==> src/rtl/alu_pkg.sv <==
// Shared types and field layout for the ALU operation word and its sequencer.
package alu_pkg;

    localparam int OPW_W    = 15;
    localparam int CTRL_MSB = 14;
    localparam int CTRL_LSB = 12;
    localparam int A_MSB    = 11;
    localparam int A_LSB    = 6;
    localparam int B_MSB    = 5;
    localparam int B_LSB    = 0;

    typedef enum logic [1:0] {
        IDLE,
        FETCH,
        EXEC,
        DWELL
    } seq_state_t;

    // Bits needed to hold any value in 0..max_value (never less than one).
    function automatic int cnt_width(input int max_value);
        return (max_value < 2) ? 1 : $clog2(max_value + 1);
    endfunction

endpackage

==> src/rtl/alu_sequencer_sat_counter.sv <==
// Up-counter that sticks at its all-ones value instead of wrapping.
module sat_counter #(
    parameter int W = 8
) (
    input  logic         clk_i,
    input  logic         rst_ni,
    input  logic         clear_i,
    input  logic         inc_i,
    output logic [W-1:0] count_o
);

    logic [W-1:0] count_q;
    logic [W-1:0] count_d;

    always_comb begin
        count_d = count_q;
        if (clear_i) begin
            count_d = '0;
        end else if (inc_i && (count_q != {W{1'b1}})) begin
            count_d = count_q + 1'b1;
        end
    end

    always_ff @(posedge clk_i or negedge rst_ni) begin
        if (!rst_ni) begin
            count_q <= '0;
        end else begin
            count_q <= count_d;
        end
    end

    assign count_o = count_q;

endmodule

==> src/rtl/alu_sequencer_split.sv <==
// Splits a queued operation word into its control, A and B fields.
module split
    import alu_pkg::*;
(
    input  logic [OPW_W-1:0]           word_i,
    output logic [CTRL_MSB-CTRL_LSB:0] control_o,
    output logic [A_MSB-A_LSB:0]       a_o,
    output logic [B_MSB-B_LSB:0]       b_o
);

    assign control_o = word_i[CTRL_MSB:CTRL_LSB];
    assign a_o       = word_i[A_MSB:A_LSB];
    assign b_o       = word_i[B_MSB:B_LSB];

endmodule

==> src/rtl/alu_sequencer.sv <==
// Drains operation words from the ALU FIFO, presents each to the operations unit
// and holds the result for a dwell period (auto) or until a step pulse (step).
module alu_sequencer
    import alu_pkg::*;
#(
    parameter int DWELL_CYCLES = 50_000_000,
    parameter int RD_LATENCY   = 1,
    parameter int OP_LATENCY   = 1,
    parameter int CNT_W        = 8
) (
    input  logic                       clock,
    input  logic                       reset,
    input  logic                       run_mode,
    input  logic                       step,
    input  logic                       empty,
    input  logic [OPW_W-1:0]           rd_data,
    input  logic                       ovf_in,
    output logic                       ren,
    output logic                       op_valid,
    output logic [CTRL_MSB-CTRL_LSB:0] op_control,
    output logic [A_MSB-A_LSB:0]       op_a,
    output logic [B_MSB-B_LSB:0]       op_b,
    output logic                       busy,
    output logic                       holding,
    output logic [CNT_W-1:0]           ops_done,
    output logic [CNT_W-1:0]           ovf_count
);

    localparam int LAT_MAX = (RD_LATENCY > OP_LATENCY) ? RD_LATENCY : OP_LATENCY;
    localparam int LAT_W   = cnt_width(LAT_MAX);
    localparam int DW_W    = cnt_width(DWELL_CYCLES);

    localparam logic [LAT_W-1:0] RD_LAST = LAT_W'(RD_LATENCY - 1);
    localparam logic [LAT_W-1:0] OP_LAST = LAT_W'(OP_LATENCY - 1);
    localparam logic [DW_W-1:0]  DW_LAST = DW_W'(DWELL_CYCLES - 1);

    seq_state_t                 state_q;
    logic [LAT_W-1:0]           lat_q;
    logic [DW_W-1:0]            dwell_q;
    logic                       armed_q;
    logic                       op_valid_q;
    logic                       busy_q;
    logic                       holding_q;
    logic [CTRL_MSB-CTRL_LSB:0] op_control_q;
    logic [A_MSB-A_LSB:0]       op_a_q;
    logic [B_MSB-B_LSB:0]       op_b_q;

    logic [CTRL_MSB-CTRL_LSB:0] f_control;
    logic [A_MSB-A_LSB:0]       f_a;
    logic [B_MSB-B_LSB:0]       f_b;
    logic                       issue;
    logic                       exec_done;
    logic                       ovf_inc;

    split u_split (
        .word_i    (rd_data),
        .control_o (f_control),
        .a_o       (f_a),
        .b_o       (f_b)
    );

    // ren is decoded in the IDLE cycle itself so it can never coincide with empty
    // and so the issue interval is exactly 1 + RD_LATENCY + OP_LATENCY + DWELL_CYCLES.
    assign issue     = (state_q == IDLE) && armed_q && !empty;
    assign exec_done = (state_q == EXEC) && (lat_q == OP_LAST);
    assign ovf_inc   = exec_done && ovf_in;

    always_ff @(posedge clock or negedge reset) begin
        if (!reset) begin
            state_q      <= IDLE;
            lat_q        <= '0;
            dwell_q      <= '0;
            armed_q      <= 1'b0;
            op_valid_q   <= 1'b0;
            busy_q       <= 1'b0;
            holding_q    <= 1'b0;
            op_control_q <= '0;
            op_a_q       <= '0;
            op_b_q       <= '0;
        end else begin
            armed_q    <= 1'b1;
            op_valid_q <= 1'b0;
            case (state_q)
                IDLE: begin
                    if (issue) begin
                        state_q <= FETCH;
                        lat_q   <= '0;
                        busy_q  <= 1'b1;
                    end
                end
                FETCH: begin
                    if (lat_q == RD_LAST) begin
                        op_control_q <= f_control;
                        op_a_q       <= f_a;
                        op_b_q       <= f_b;
                        op_valid_q   <= 1'b1;
                        lat_q        <= '0;
                        state_q      <= EXEC;
                    end else begin
                        lat_q <= lat_q + 1'b1;
                    end
                end
                EXEC: begin
                    if (exec_done) begin
                        lat_q     <= '0;
                        dwell_q   <= '0;
                        holding_q <= 1'b1;
                        state_q   <= DWELL;
                    end else begin
                        lat_q <= lat_q + 1'b1;
                    end
                end
                DWELL: begin
                    // In step mode the dwell count is frozen, so auto resumes where it left off.
                    if (run_mode ? (dwell_q == DW_LAST) : step) begin
                        busy_q    <= 1'b0;
                        holding_q <= 1'b0;
                        state_q   <= IDLE;
                    end else if (run_mode) begin
                        dwell_q <= dwell_q + 1'b1;
                    end
                end
                default: begin
                    state_q <= IDLE;
                end
            endcase
        end
    end

    sat_counter #(.W(CNT_W)) u_ops_done (
        .clk_i   (clock),
        .rst_ni  (reset),
        .clear_i (1'b0),
        .inc_i   (exec_done),
        .count_o (ops_done)
    );

    sat_counter #(.W(CNT_W)) u_ovf_count (
        .clk_i   (clock),
        .rst_ni  (reset),
        .clear_i (1'b0),
        .inc_i   (ovf_inc),
        .count_o (ovf_count)
    );

    assign ren        = issue;
    assign op_valid   = op_valid_q;
    assign op_control = op_control_q;
    assign op_a       = op_a_q;
    assign op_b       = op_b_q;
    assign busy       = busy_q;
    assign holding    = holding_q;

endmodule

==> config.mk <==
export PLATFORM = sky130hd
export DESIGN_NAME = alu_sequencer
export DESIGN_NICKNAME = d
export VERILOG_FILES = /design/src/rtl/alu_pkg.sv /design/src/rtl/alu_sequencer_sat_counter.sv /design/src/rtl/alu_sequencer_split.sv /design/src/rtl/alu_sequencer.sv
export SDC_FILE = /design/constraint.sdc
export NUM_CORES = 1
export LEC_CHECK = 0
export CORE_MARGIN = 5
export CORE_UTILIZATION = 50
export CTS_BUF_LIST = sky130_fd_sc_hd__clkbuf_2
export DETAILED_ROUTE_END_ITERATION = 8
export PLACE_DENSITY = 0.85
export SYNTH_ARGS = -nofsm -noshare
export SYNTH_HDL_FRONTEND = slang
export SYNTH_SLANG_ARGS = --single-unit
==> constraint.sdc <==
create_clock -name clock -period 2 [get_ports clock]
set_clock_uncertainty 0.05 [all_clocks]
set_input_delay 0.4 -clock clock [delete_from_list [all_inputs] [get_ports clock]]
set_output_delay 0.4 -clock clock [all_outputs]
set_load 0.005 [all_outputs]
==> results of run 1 <==
-- synthesized netlist by cell type (2+ instances only) --
| master | number | area (um2) |
|---|---|---|
| dfrtp_1 | 64 | 1600 |
| nand3_1 | 25 | 125 |
| nand2_1 | 24 | 90.1 |
| mux2_2 | 18 | 203 |
| nor2_1 | 17 | 63.8 |
| a21oi_1 | 11 | 55.1 |
| inv_1 | 11 | 41.3 |
| nand4_1 | 9 | 56.3 |
| ha_1 | 8 | 100 |
| or3_1 | 8 | 50.1 |
| or4_1 | 8 | 60.1 |
| a31oi_1 | 7 | 43.8 |
| o221ai_1 | 7 | 61.3 |
| xnor2_1 | 7 | 61.3 |
| xor2_1 | 7 | 61.3 |
| and4_1 | 5 | 43.8 |
| o21ai_1 | 5 | 25.0 |
| o31ai_1 | 5 | 37.5 |
| clkbuf_1 | 4 | 15.0 |
| nand4_2 | 4 | 50.1 |
| nor3_1 | 4 | 20.0 |
| o21a_1 | 4 | 30.0 |
| o21ai_0 | 4 | 20.0 |
| o311ai_1 | 4 | 35.0 |
| and3_1 | 3 | 18.8 |
| buf_6 | 3 | 33.8 |
| nand2b_1 | 3 | 18.8 |
| o211ai_1 | 3 | 22.5 |
| and2_1 | 2 | 12.5 |
| buf_4 | 2 | 15.0 |
| nor2b_1 | 2 | 12.5 |
| nor4_1 | 2 | 12.5 |
| o311ai_0 | 2 | 17.5 |
-- logic make-up after synthesis --
group | Yosys count
simple gates | 125
flops | 64
compound gates | 63
buf+inv | 22
mux | 19
xor+xnor | 14
fa+ha+maj | 8
other cells | 1
-- sequential cells by signal, summed over array words and instances (netlist names) --
signal               cells
dwell_q                 26
lat_q                    1
op_b                     6
op_control               3
holding                  1
u_ops_done.count_o       8
op_a                     6
op_valid                 1
u_ovf_count.count_o      8
busy                     1
state_q                  2
armed_q                  1
-- cell type report --
| type | count | area [um2] |
|---|---|---|
| clock buffer | 9 | 45.0 |
| tap | 77 | 96.3 |
| inverter | 11 | 43.8 |
| clock inverter | 7 | 96.3 |
| fill | 339 | 1290 |
| timing repair buffer | 138 | 1260 |
| multi-input combinational | 230 | 1980 |
| sequential | 64 | 1610 |
-- power by group --
group | switching, mW | internal, mW | leakage, nW
clock network | 0.558 | 0.412 | 0.0757
registers | 0.260 | 1.63 | 0.820
logic | 1.67 | 1.98 | 1.32
total | 2.49 | 4.03 | 2.21
-- cell usage in the layout (no fill, tap or decap), types with 5 or more instances in the layout --
cell,n
buf_4,68
dfrtp_1,59
clkdlybuf4s50_1,51
nand3_1,22
nand2_1,22
mux2_2,17
nor2_1,13
buf_6,11
nand4_1,9
clkbuf_2,9
inv_1,8
a21oi_2,8
or4_4,7
a31oi_1,7
xor2_1,7
xnor2_1,6
o221ai_2,6
and4_1,5
o311ai_1,5
or3_1,5
dfrtp_2,5
-- metal layers --
metal  global-route usage (%)  vias up  wire, um
met3                     6.14       98      1160
met2                     40.0      297      5760
li1                         -     1464         -
met1                     30.7     1717      4470
met4                     16.1        0       732
met5                        0        -         0
-- worst register-to-register path, stage by stage (launching register included) --
cell,delay (ns)
dfrtp_1,0.46
nor4_4,0.35
nand4_2,0.18
buf_6,0.16
o41ai_4,0.37
buf_4,0.23
o221ai_2,0.10
nor2_1,0.25
-- how the worst min path moves through the flow --
stage           from                                end  slack, ns  depth (start not counted)
2_1_floorplan  reset                  armed_q$_DFF_PN0_       0.05                          0
3_3_place_gp   reset             dwell_q[6]$_DFFE_PN0P_       0.39                          2
3_5_place_dp   reset             dwell_q[7]$_DFFE_PN0P_       0.39                          2
4_1_cts        reset  u_ops_done.count_o[7]$_DFFE_PN0P_       0.31                          3
5_1_grt        reset             dwell_q[8]$_DFFE_PN0P_       0.31                          3
6_report       reset             dwell_q[8]$_DFFE_PN0P_       0.26                          3
-- metrics by stage --
stage | hold slack [ns] | cell area [um2] | setup slack, ns | setup TNS (ns) | std cells
3_3_place_gp | 0.387 | 4350 | -0.262 | -4.10 | 491
6_report | 0.259 | 5130 | -0.233 | -2.43 | 536
3_5_place_dp | 0.391 | 4350 | -0.344 | -5.44 | 491
4_1_cts | 0.311 | 4740 | -0.0665 | -0.356 | 521
5_1_grt | 0.314 | 5130 | -0.310 | -3.68 | 536
2_1_floorplan | 0.0544 | 3340 | 0.00162 | 0 | 316
-- repair_timing --
| item | in CTS | in global routing |
|---|---|---|
| hold buffers | 1 | 0 |
| gates cloned | 1 | 0 |
| endpoints found under the hold margin | 64 | 0 |
| pin swaps | 18 | 34 |
| setup endpoints to repair | 21 | 39 |
| buffers inserted | 12 | 15 |
| resized for setup | 35 | 68 |
==> summary.txt, run 1 <==
via count: 3576
Tot Pwr: 6.52 mW
initial antenna violation count: 0
end of the critical path: dwell_q[9]$_DFFE_PN0P_
worst reg2reg endpoint: dwell_q[9]$_DFFE_PN0P_
diode count: 0
number of clock sinks: 64
Max FO, Critical Path: 4
largest net degree at the start of global routing: 65
nets@finish: 483
async set-reset flop share out of synthesis: 100%
I/O pin cnt: 56
post-synthesis mux area share: 6.38%
Pwr Density: 1270 nW/um2
Post-DRT Antenna Nets: 0
fmax: 0.448 GHz
TritonRoute pass-1 iters: 5
Skew-Pair Late Insertion Delay: 0.55 ns
final setup fails: 25
Finished Core Util: 79.9%
DP HPWL: 6.40 mm
# DRC: 0
Crit path required time: 2.42 ns
Critical Path Source: dwell_q[8]$_DFFE_PN0P_
Crit Path Class: reg2reg
WL per Instance: 22.6 um
worst path cell trace: nor4_4, nand4_2, buf_6, o41ai_4, buf_4, o221ai_2, nor2_1
clock buffer depth: 2
Peak VDD IR: 0.988 mV
total global-route track usage: 25.2%
die width: 91.7 um
WP depth: 7
Worst Path Arrival: 2.65 ns
fin crit period: 2.23 ns
post-route setup slack: -0.233 ns
CP peak stage delay: 0.46 ns
first-pass GRT wire length: 16.9 mm
Root Driver: clkbuf_2
max capacitance violation total: 0
die area: 8410 um2
I/O Buffers: 55
Tcrit/Tclk final: 112%
Die Height: 91.7 um
share of layout cells above drive strength 1: 41.6%
initial core utilization: 51.9%
worst reg2reg path depth: 7
simple-gate share of the synthesized area: 21.6%
GP Congestion: 0.858
startpoint types: register
Post-Synth XOR/XNOR Area: 3.68%
Gate Count Post-Synth: 316
Buf+Inv Stages, Crit Path: 2
number of global-route vias before repair: 3426
Avg Synthesized Cell Area: 10.6 um2
largest family of logic cells by synthesized area: simple AND/OR/NAND/NOR gates
Hold WC Path Type: in2async
CP endpoint kind: register
Vias/cell: 6.67
failing checks: setup timing
Final Max Tran Viols: 0
Mapped Nets: 345
top_reg_cell synth: dfrtp_1
#FFs+latches synth: 64
Yosys Warn Count: 0
RSZ-0062 raised after global routing: yes
Core Rows: 29
static leakage: 2.21 nW
crit-path leading delay family: simple AND/OR/NAND/NOR gates
EDFF count, synth: 0
mapped cell area: 3340 um2
Adder-Cell Fraction of Synth Area: 3.00%
Max stage delay cell, worst path: dfrtp_1
TritonCTS clock tree: built
routed wire length: 12.1 mm
P&R area growth vs syn: 53.8%
Seq/Total Area, Yosys: 48.0%
post-synthesis compound-gate area fraction: 13.8%
R2R Setup Slk: -0.23 ns
Crit Reg-Reg Startpoint: dwell_q[8]$_DFFE_PN0P_
Yosys cell types: 57
total grt overflow: 0
Inserted Clock Buffers: 9
CTS clock-pin slew for the worst setup and hold paths: 0.21 ns
H-tree Lvls: 3
Hold Vio Cnt, Final: 0
status: finished with violations
core box area: 6420 um2
DRT iter0 DRCs: 531
No activity file was read; power rests on OpenSTA's default activity.
==> run 2: changes to the inputs <==
--- a/config.mk
+++ b/config.mk
@@ -10,6 +10,7 @@
 export CTS_BUF_LIST = sky130_fd_sc_hd__clkbuf_2
 export DETAILED_ROUTE_END_ITERATION = 8
 export PLACE_DENSITY = 0.85
+export REMOVE_ABC_BUFFERS = 1
 export SYNTH_ARGS = -nofsm -noshare
 export SYNTH_HDL_FRONTEND = slang
 export SYNTH_SLANG_ARGS = --single-unit
==> run 2 against run 1 <==
  * The run still ends with setup timing left
  * Highest routed layer unchanged
  * First-iteration DRC count fell by 57%
  * Sequential share of layout area rose by 2.5 points
  * Count of clock-buffer cells in the layout did not move
  * Critical path type unchanged
  * Design area fell by 7.2%
  * Worst hold slack improved by 0.040 ns
  * Final cell count fell by 4.7%
  * Critical endpoint is now dwell_q[7]$_DFFE_PN0P_
  * Setup slack improved by 0.18 ns
==> summary.txt, run 2 (same netlist as run 1, synthesis figures left out) <==
Skew-Pair Late Insertion Delay: 0.51 ns (-0.04 ns)
most common cell after layout, fill and taps aside: dfrtp_1
TritonCTS clock tree: built
max FFs per register: 26 (unchanged)
Slew Limit Headroom: 54.4%
static leakage: 1.98 nW (-10%)
total global-route track usage: 21.5% (-3.7 points)
Die Height: 91.7 um (unchanged)
Crit path required time: 2.38 ns (-0.04 ns)
H-tree Lvls: 3 (unchanged)
Hold Vio Cnt, Final: 0 (unchanged)
Finished Core Util: 74.1% (-5.8 points)
nets@finish: 458 (-5.2%)
I/O pin cnt: 56 (unchanged)
Tcrit/Tclk final: 103% (-8.9 points)
number of global-route vias before repair: 3067 (-10%)
Top reg by flops: dwell_q
core box area: 6420 um2 (unchanged)
Tightest Pin Transition: 0.682 ns
TritonRoute pass-1 iters: 5 (unchanged)
final setup fails: 8 (-68%)
most frequent cells in the layout: dfrtp_1, clkdlybuf4s50_1, buf_4, nand3_1, nand2_1
startpoint types: register
GP Congestion: 0.863 (+0.61%)
# DRC: 0 (unchanged)
failing checks: setup timing
crit-path leading delay family: simple AND/OR/NAND/NOR gates
Inserted Clock Buffers: 9 (unchanged)
Final Max Tran Viols: 0 (unchanged)
fmax: 0.487 GHz (+8.7%)
post-route setup slack: -0.0545 ns (+0.179 ns)
CTS clock-pin slew for the worst setup and hold paths: 0.20 ns (about the same)
worst path cell trace: buf_6, ha_4, and2_4, nor2_4, o221ai_4, buf_12, or4_4, a21oi_2
share of layout cells above drive strength 1: 33.4% (-8.2 points)
routed wire length: 9.25 mm (-24%)
clock buffer depth: 2 (unchanged)
RSZ-0062 raised after global routing: yes
DP HPWL: 6.23 mm (-2.6%)
first-pass GRT wire length: 14.7 mm (-13%)
Post-DRT Antenna Nets: 0 (unchanged)
WL per Instance: 18.1 um (-20%)
Root Driver: clkbuf_2
Core Rows: 29 (unchanged)
DRT iter0 DRCs: 229 (-57%)
initial antenna violation count: 0 (unchanged)
status: finished with violations
Pwr Density: 1250 nW/um2 (-1.5%)
dpl cell area: 4260 um2 (-2.0%)
Tot Pwr: 5.95 mW (-8.6%)
Layout Cells excl Fill: 511 (-4.7%)
diode count: 0 (unchanged)
Max FO, Critical Path: 8 (+4)
setup_tns: -0.191 ns (+2.24 ns)
Peak VDD IR: 0.903 mV (-8.6%)
max capacitance violation total: 0 (unchanged)
CP endpoint kind: register
Buf+Inv Stages, Crit Path: 2 (unchanged)
Crit Path Class: reg2reg
number of clock sinks: 64 (unchanged)
I/O Buffers: 55 (unchanged)
via count: 3098 (-13%)
Worst Path Arrival: 2.43 ns (-0.22 ns)
P&R area growth vs syn: 42.6%
initial core utilization: 51.9% (unchanged)
Max stage delay cell, worst path: dfrtp_1
Hold WC Path Type: in2async
die area: 8410 um2 (unchanged)
Vias/cell: 6.06 (-9.1%)
fin crit period: 2.05 ns (-0.179 ns)
CP peak stage delay: 0.45 ns (about the same)
design area: 4760 um2 (-7.2%)
die width: 91.7 um (unchanged)
placed insts: 481 (-2.0%)
Filler Cells Inserted: 416 (+23%)
total grt overflow: 0 (unchanged)
largest net degree at the start of global routing: 34 (-48%)
## run 2: cell count changes in the layout (fill, tap and decap cells not counted), sizes merged
cell	before	now
clkdlybuf4s50	51	53
inv	11	12
clkinvlp	2	3
clkbuf	9	10
clkinv	3	1
buf	84	58
dlymetal6s2s	2	0
## run 2: final cells by class
class                           count  area (um2)  area share (%)
Clock inverter                      7        95.1            2.00
Inverter                           11        43.8           0.921
Timing Repair Buffer              113        1050            22.0
Sequential cell                    64        1610            33.9
Clock buffer                        9        45.0           0.947
Multi-Input combinational cell    230        1820            38.2
Tap cell                           77        96.3            2.03
## run 2: worst register-to-register path: cells and delay by family, from the launching register on
kind | cells | cell delay [ns]
and+or+nand+nor | 3 | 0.66
DFF | 1 | 0.45
buffers and inverters | 2 | 0.34
AOI/OAI and AO/OA | 2 | 0.33
adders and majority gates | 1 | 0.16
## run 2: final timing paths
| check | start | end | slack, ns | cells after the start |
|---|---|---|---|---|
| max in group asynchronous | reset | u_ops_done.count_o[2]$_DFFE_PN0P_ | 1.02 | 3 |
| hold reg to reg | u_ovf_count.count_o[7]$_DFFE_PN0P_ | u_ovf_count.count_o[7]$_DFFE_PN0P_ | 0.47 | 1 |
| hold / removal | reset | dwell_q[5]$_DFFE_PN0P_ | 0.30 | 2 |
| setup reg to reg | state_q[1]$_DFFE_PN0P_ | dwell_q[7]$_DFFE_PN0P_ | -0.05 | 8 |
| min in group clock | rd_data[14] | op_control[2]$_DFFE_PN0P_ | 0.44 | 2 |
| setup / recovery | state_q[1]$_DFFE_PN0P_ | dwell_q[7]$_DFFE_PN0P_ | -0.05 | 8 |
## run 2: stage by stage
step	hold slack [ns]	setup slack, ns
2_1_floorplan	0.0544	-0.485
3_3_place_gp	0.313	-0.244
3_5_place_dp	0.311	-0.309
4_1_cts	0.289	0.00328
5_1_grt	0.326	-0.147
6_report	0.299	-0.0545
## run 2: timing repair
action	CTS	global route
cloned	0	1
setup endpoints to repair	15	32
setup buffers	5	7
hold buffers	1	0
pin swaps	3	17
hold endpoints to repair	15	0
gates resized for setup	17	47
## run 2: power by group
group	internal (mW)	total, mW	leakage, nW	switching [mW]
Clock	0.412	0.923	0.0722	0.511
Combinational	1.77	3.15	1.10	1.38
Sequential	1.63	1.89	0.815	0.256
## run 2: layer usage
layer / global-route usage [%] / up-vias / share of wire [%]
met1: 28.0 / 1541 / 41
met2: 35.7 / 120 / 51
li1: - / 1407 / -
met5: 0 / - / 0
met3: 3.11 / 30 / 5.1
met4: 9.42 / 0 / 2.8
==> run 3: changes to the inputs <==
--- a/config.mk
+++ b/config.mk
@@ -5,6 +5,7 @@
 export SDC_FILE = /design/constraint.sdc
 export NUM_CORES = 1
 export LEC_CHECK = 0
+export CORE_ASPECT_RATIO = 0.75
 export CORE_MARGIN = 5
 export CORE_UTILIZATION = 50
 export CTS_BUF_LIST = sky130_fd_sc_hd__clkbuf_2
==> run 3 against run 2 <==
  * The flow still finishes with violations (setup timing)
  * Largest power group unchanged
  * Count of clock-buffer cells in the layout up 3
  * Routed wire length up 10%
  * Final cell count up 1.6%
  * Sequential share of layout area down 0.28 points
  * Highest routed layer unchanged
  * Clock power down 4.1%
  * Power up 2.1%
  * Setup slack better by 0.022 ns
  * Fmax up 1.1%
  * First-iteration DRC count up 28%
==> summary.txt, run 3 (same netlist as run 1, synthesis figures left out) <==
Crit Reg-Reg Startpoint: state_q[1]$_DFFE_PN0P_
WL per Instance: 19.6 um (+8.6%)
crit-path leading delay family: simple AND/OR/NAND/NOR gates
static leakage: 2.01 nW (+1.5%)
TritonCTS clock tree: built
share of layout cells above drive strength 1: 34.9% (+1.5 points)
first-pass GRT wire length: 14.8 mm (+1.2%)
nets@finish: 462 (+0.87%)
initial core utilization: 52.3% (+0.34 points)
DP HPWL: 6.40 mm (+2.7%)
die area: 8420 um2 (+0.20%)
Peak VDD IR: 0.708 mV (-22%)
Hold WC Path Type: in2async
Top reg by flops: dwell_q
Core Rows: 25 (-14%)
GP Congestion: 0.949 (+10%)
Crit Path Class: reg2reg
I/O pin cnt: 56 (unchanged)
clock buffer depth: 2 (unchanged)
max FFs per register: 26 (unchanged)
Max stage delay cell, worst path: dfrtp_2
Critical Path Source: state_q[1]$_DFFE_PN0P_
RSZ-0062 raised after global routing: yes
number of global-route vias before repair: 3097 (+0.98%)
diode count: 0 (unchanged)
fin crit period: 2.03 ns (-0.0218 ns)
combinational power share: 54.2% (+1.4 points)
Worst Path Arrival: 2.43 ns (about the same)
Post-DRT Antenna Nets: 0 (unchanged)
max capacitance violation total: 0 (unchanged)
DRT iter0 DRCs: 294 (+28%)
Die Height: 80.7 um (-12%)
Root Driver: clkbuf_2
Vias/cell: 6.15 (+1.4%)
Slew Limit Headroom: 60.8% (+6.4 points)
Crit path required time: 2.39 ns (about the same)
core box area: 6380 um2 (-0.64%)
post-route setup slack: -0.0327 ns (+0.0218 ns)
# DRC: 0 (unchanged)
switching part of the total: 35.4% (-0.62 points)
CTS clock-pin slew for the worst setup and hold paths: 0.19 ns (about the same)
Seq pwr share: 31.3% (-0.4 points)
fmax: 0.492 GHz (+1.1%)
initial antenna violation count: 0 (unchanged)
Pwr Density: 1260 nW/um2 (+0.97%)
Skew-Pair Late Insertion Delay: 0.50 ns (about the same)
most frequent cells in the layout: dfrtp_1, clkdlybuf4s50_1, buf_4, nand3_1, nand2_1
failing checks: setup timing
final setup fails: 3 (-5)
status: finished with violations
setup_tns: -0.0654 ns (+0.125 ns)
Hold Vio Cnt, Final: 0 (unchanged)
sw power: 2.15 mW (+0.37%)
Tcrit/Tclk final: 102% (-1.1 points)
total global-route track usage: 21.7% (+0.25 points)
Final Max Tran Viols: 0 (unchanged)
P&R area growth vs syn: 44.3%
WHS: 0.368 ns (+0.0699 ns)
Inserted Clock Buffers: 9 (unchanged)
total grt overflow: 0 (unchanged)
die width: 104 um (+14%)
Tightest Pin Transition: 0.588 ns (-0.0944 ns)
worst path cell trace: buf_4, ha_4, nor2_4, nor2_4, o221ai_4, buf_6, buf_6, or4_4, a21oi_2
CP peak stage delay: 0.48 ns (+0.03 ns)
via count: 3191 (+3.0%)
startpoint types: register
Buf+Inv Stages, Crit Path: 3 (+1)
number of clock sinks: 64 (unchanged)
Pint: 3.93 mW (+3.1%)
largest net degree at the start of global routing: 28 (-18%)
H-tree Lvls: 3 (unchanged)
routed wire length: 10.2 mm (+10%)
CP endpoint kind: register
clock power share: 14.6% (-0.9 points)
I/O Buffers: 55 (unchanged)
TritonRoute pass-1 iters: 5 (unchanged)
Max FO, Critical Path: 7 (-1)
[run 3: cell types whose count changed in the layout (fill, tap and decap cells not counted), sizes merged]
cell	before	now
buf	58	63
dlymetal6s2s	0	1
clkbuf	10	12
clkinv	1	2
clkinvlp	3	0
clkdlybuf4s50	53	52
inv	12	11
[run 3: layout make-up]
cell class	count	area, um2
fillers	407	1570
clock inverters	4	68.8
inverters	11	41.3
flip-flops and latches	64	1620
multi-input cells	230	1840
repair buffers	117	1080
well taps	81	101
clock buffers	12	60.1
[run 3: path summary, 6_finish.rpt]
kind | end | slack (ns) | cells after the start
worst min register to register | u_ops_done.count_o[5]$_DFFE_PN0P_ | 0.47 | 1
worst max-delay path | dwell_q[19]$_DFFE_PN0P_ | -0.03 | 9
max in group asynchronous | dwell_q[8]$_DFFE_PN0P_ | 0.88 | 3
worst min-delay path | u_ops_done.count_o[4]$_DFFE_PN0P_ | 0.37 | 2
worst max register to register | dwell_q[19]$_DFFE_PN0P_ | -0.03 | 9
min in group clock | u_ops_done.count_o[5]$_DFFE_PN0P_ | 0.47 | 1
[run 3: per-stage QoR]
step / cells / setup WS (ns) / cell area (um2) / utilization, % / total power, mW
3_3_place_gp: 484 / -0.233 / 4260 / 66.7 / 4.38
6_report: 519 / -0.0327 / 4810 / 75.4 / 6.08
4_1_cts: 507 / -0.0274 / 4490 / 70.4 / 5.55
5_1_grt: 519 / -0.0859 / 4810 / 75.4 / 6.42
2_1_floorplan: 305 / -0.485 / 3260 / - / 3.02
3_5_place_dp: 484 / -0.328 / 4260 / 66.7 / 4.48
[run 3: power by group through the flow]
| stage | registers [mW] | clock network (mW) | logic [mW] |
|---|---|---|---|
| CTS | 1.88 | 0.890 | 2.78 |
| global route | 1.95 | 0.957 | 3.52 |
| detailed placement | 1.91 | 0 | 2.57 |
| global placement | 1.89 | 0 | 2.49 |
| finish | 1.90 | 0.885 | 3.30 |
| floorplan | 1.91 | 0 | 1.11 |
[run 3: what timing repair did]
item                                   in CTS  in global routing
resized for setup                          17                 62
endpoints found under the hold margin      22                  0
setup endpoints to repair                  22                 40
setup buffers                               6                 13
pin swaps                                   2                 21
hold buffers                                1                  0
[run 3: metal layers]
layer / share of wire (%) / global-route usage [%] / up-vias
met3: 8.2 / 5.64 / 35
met2: 48 / 35.7 / 185
li1: - / - / 1428
met1: 41 / 28.2 / 1543
met4: 2.6 / 7.76 / 0
met5: 0 / 0 / -
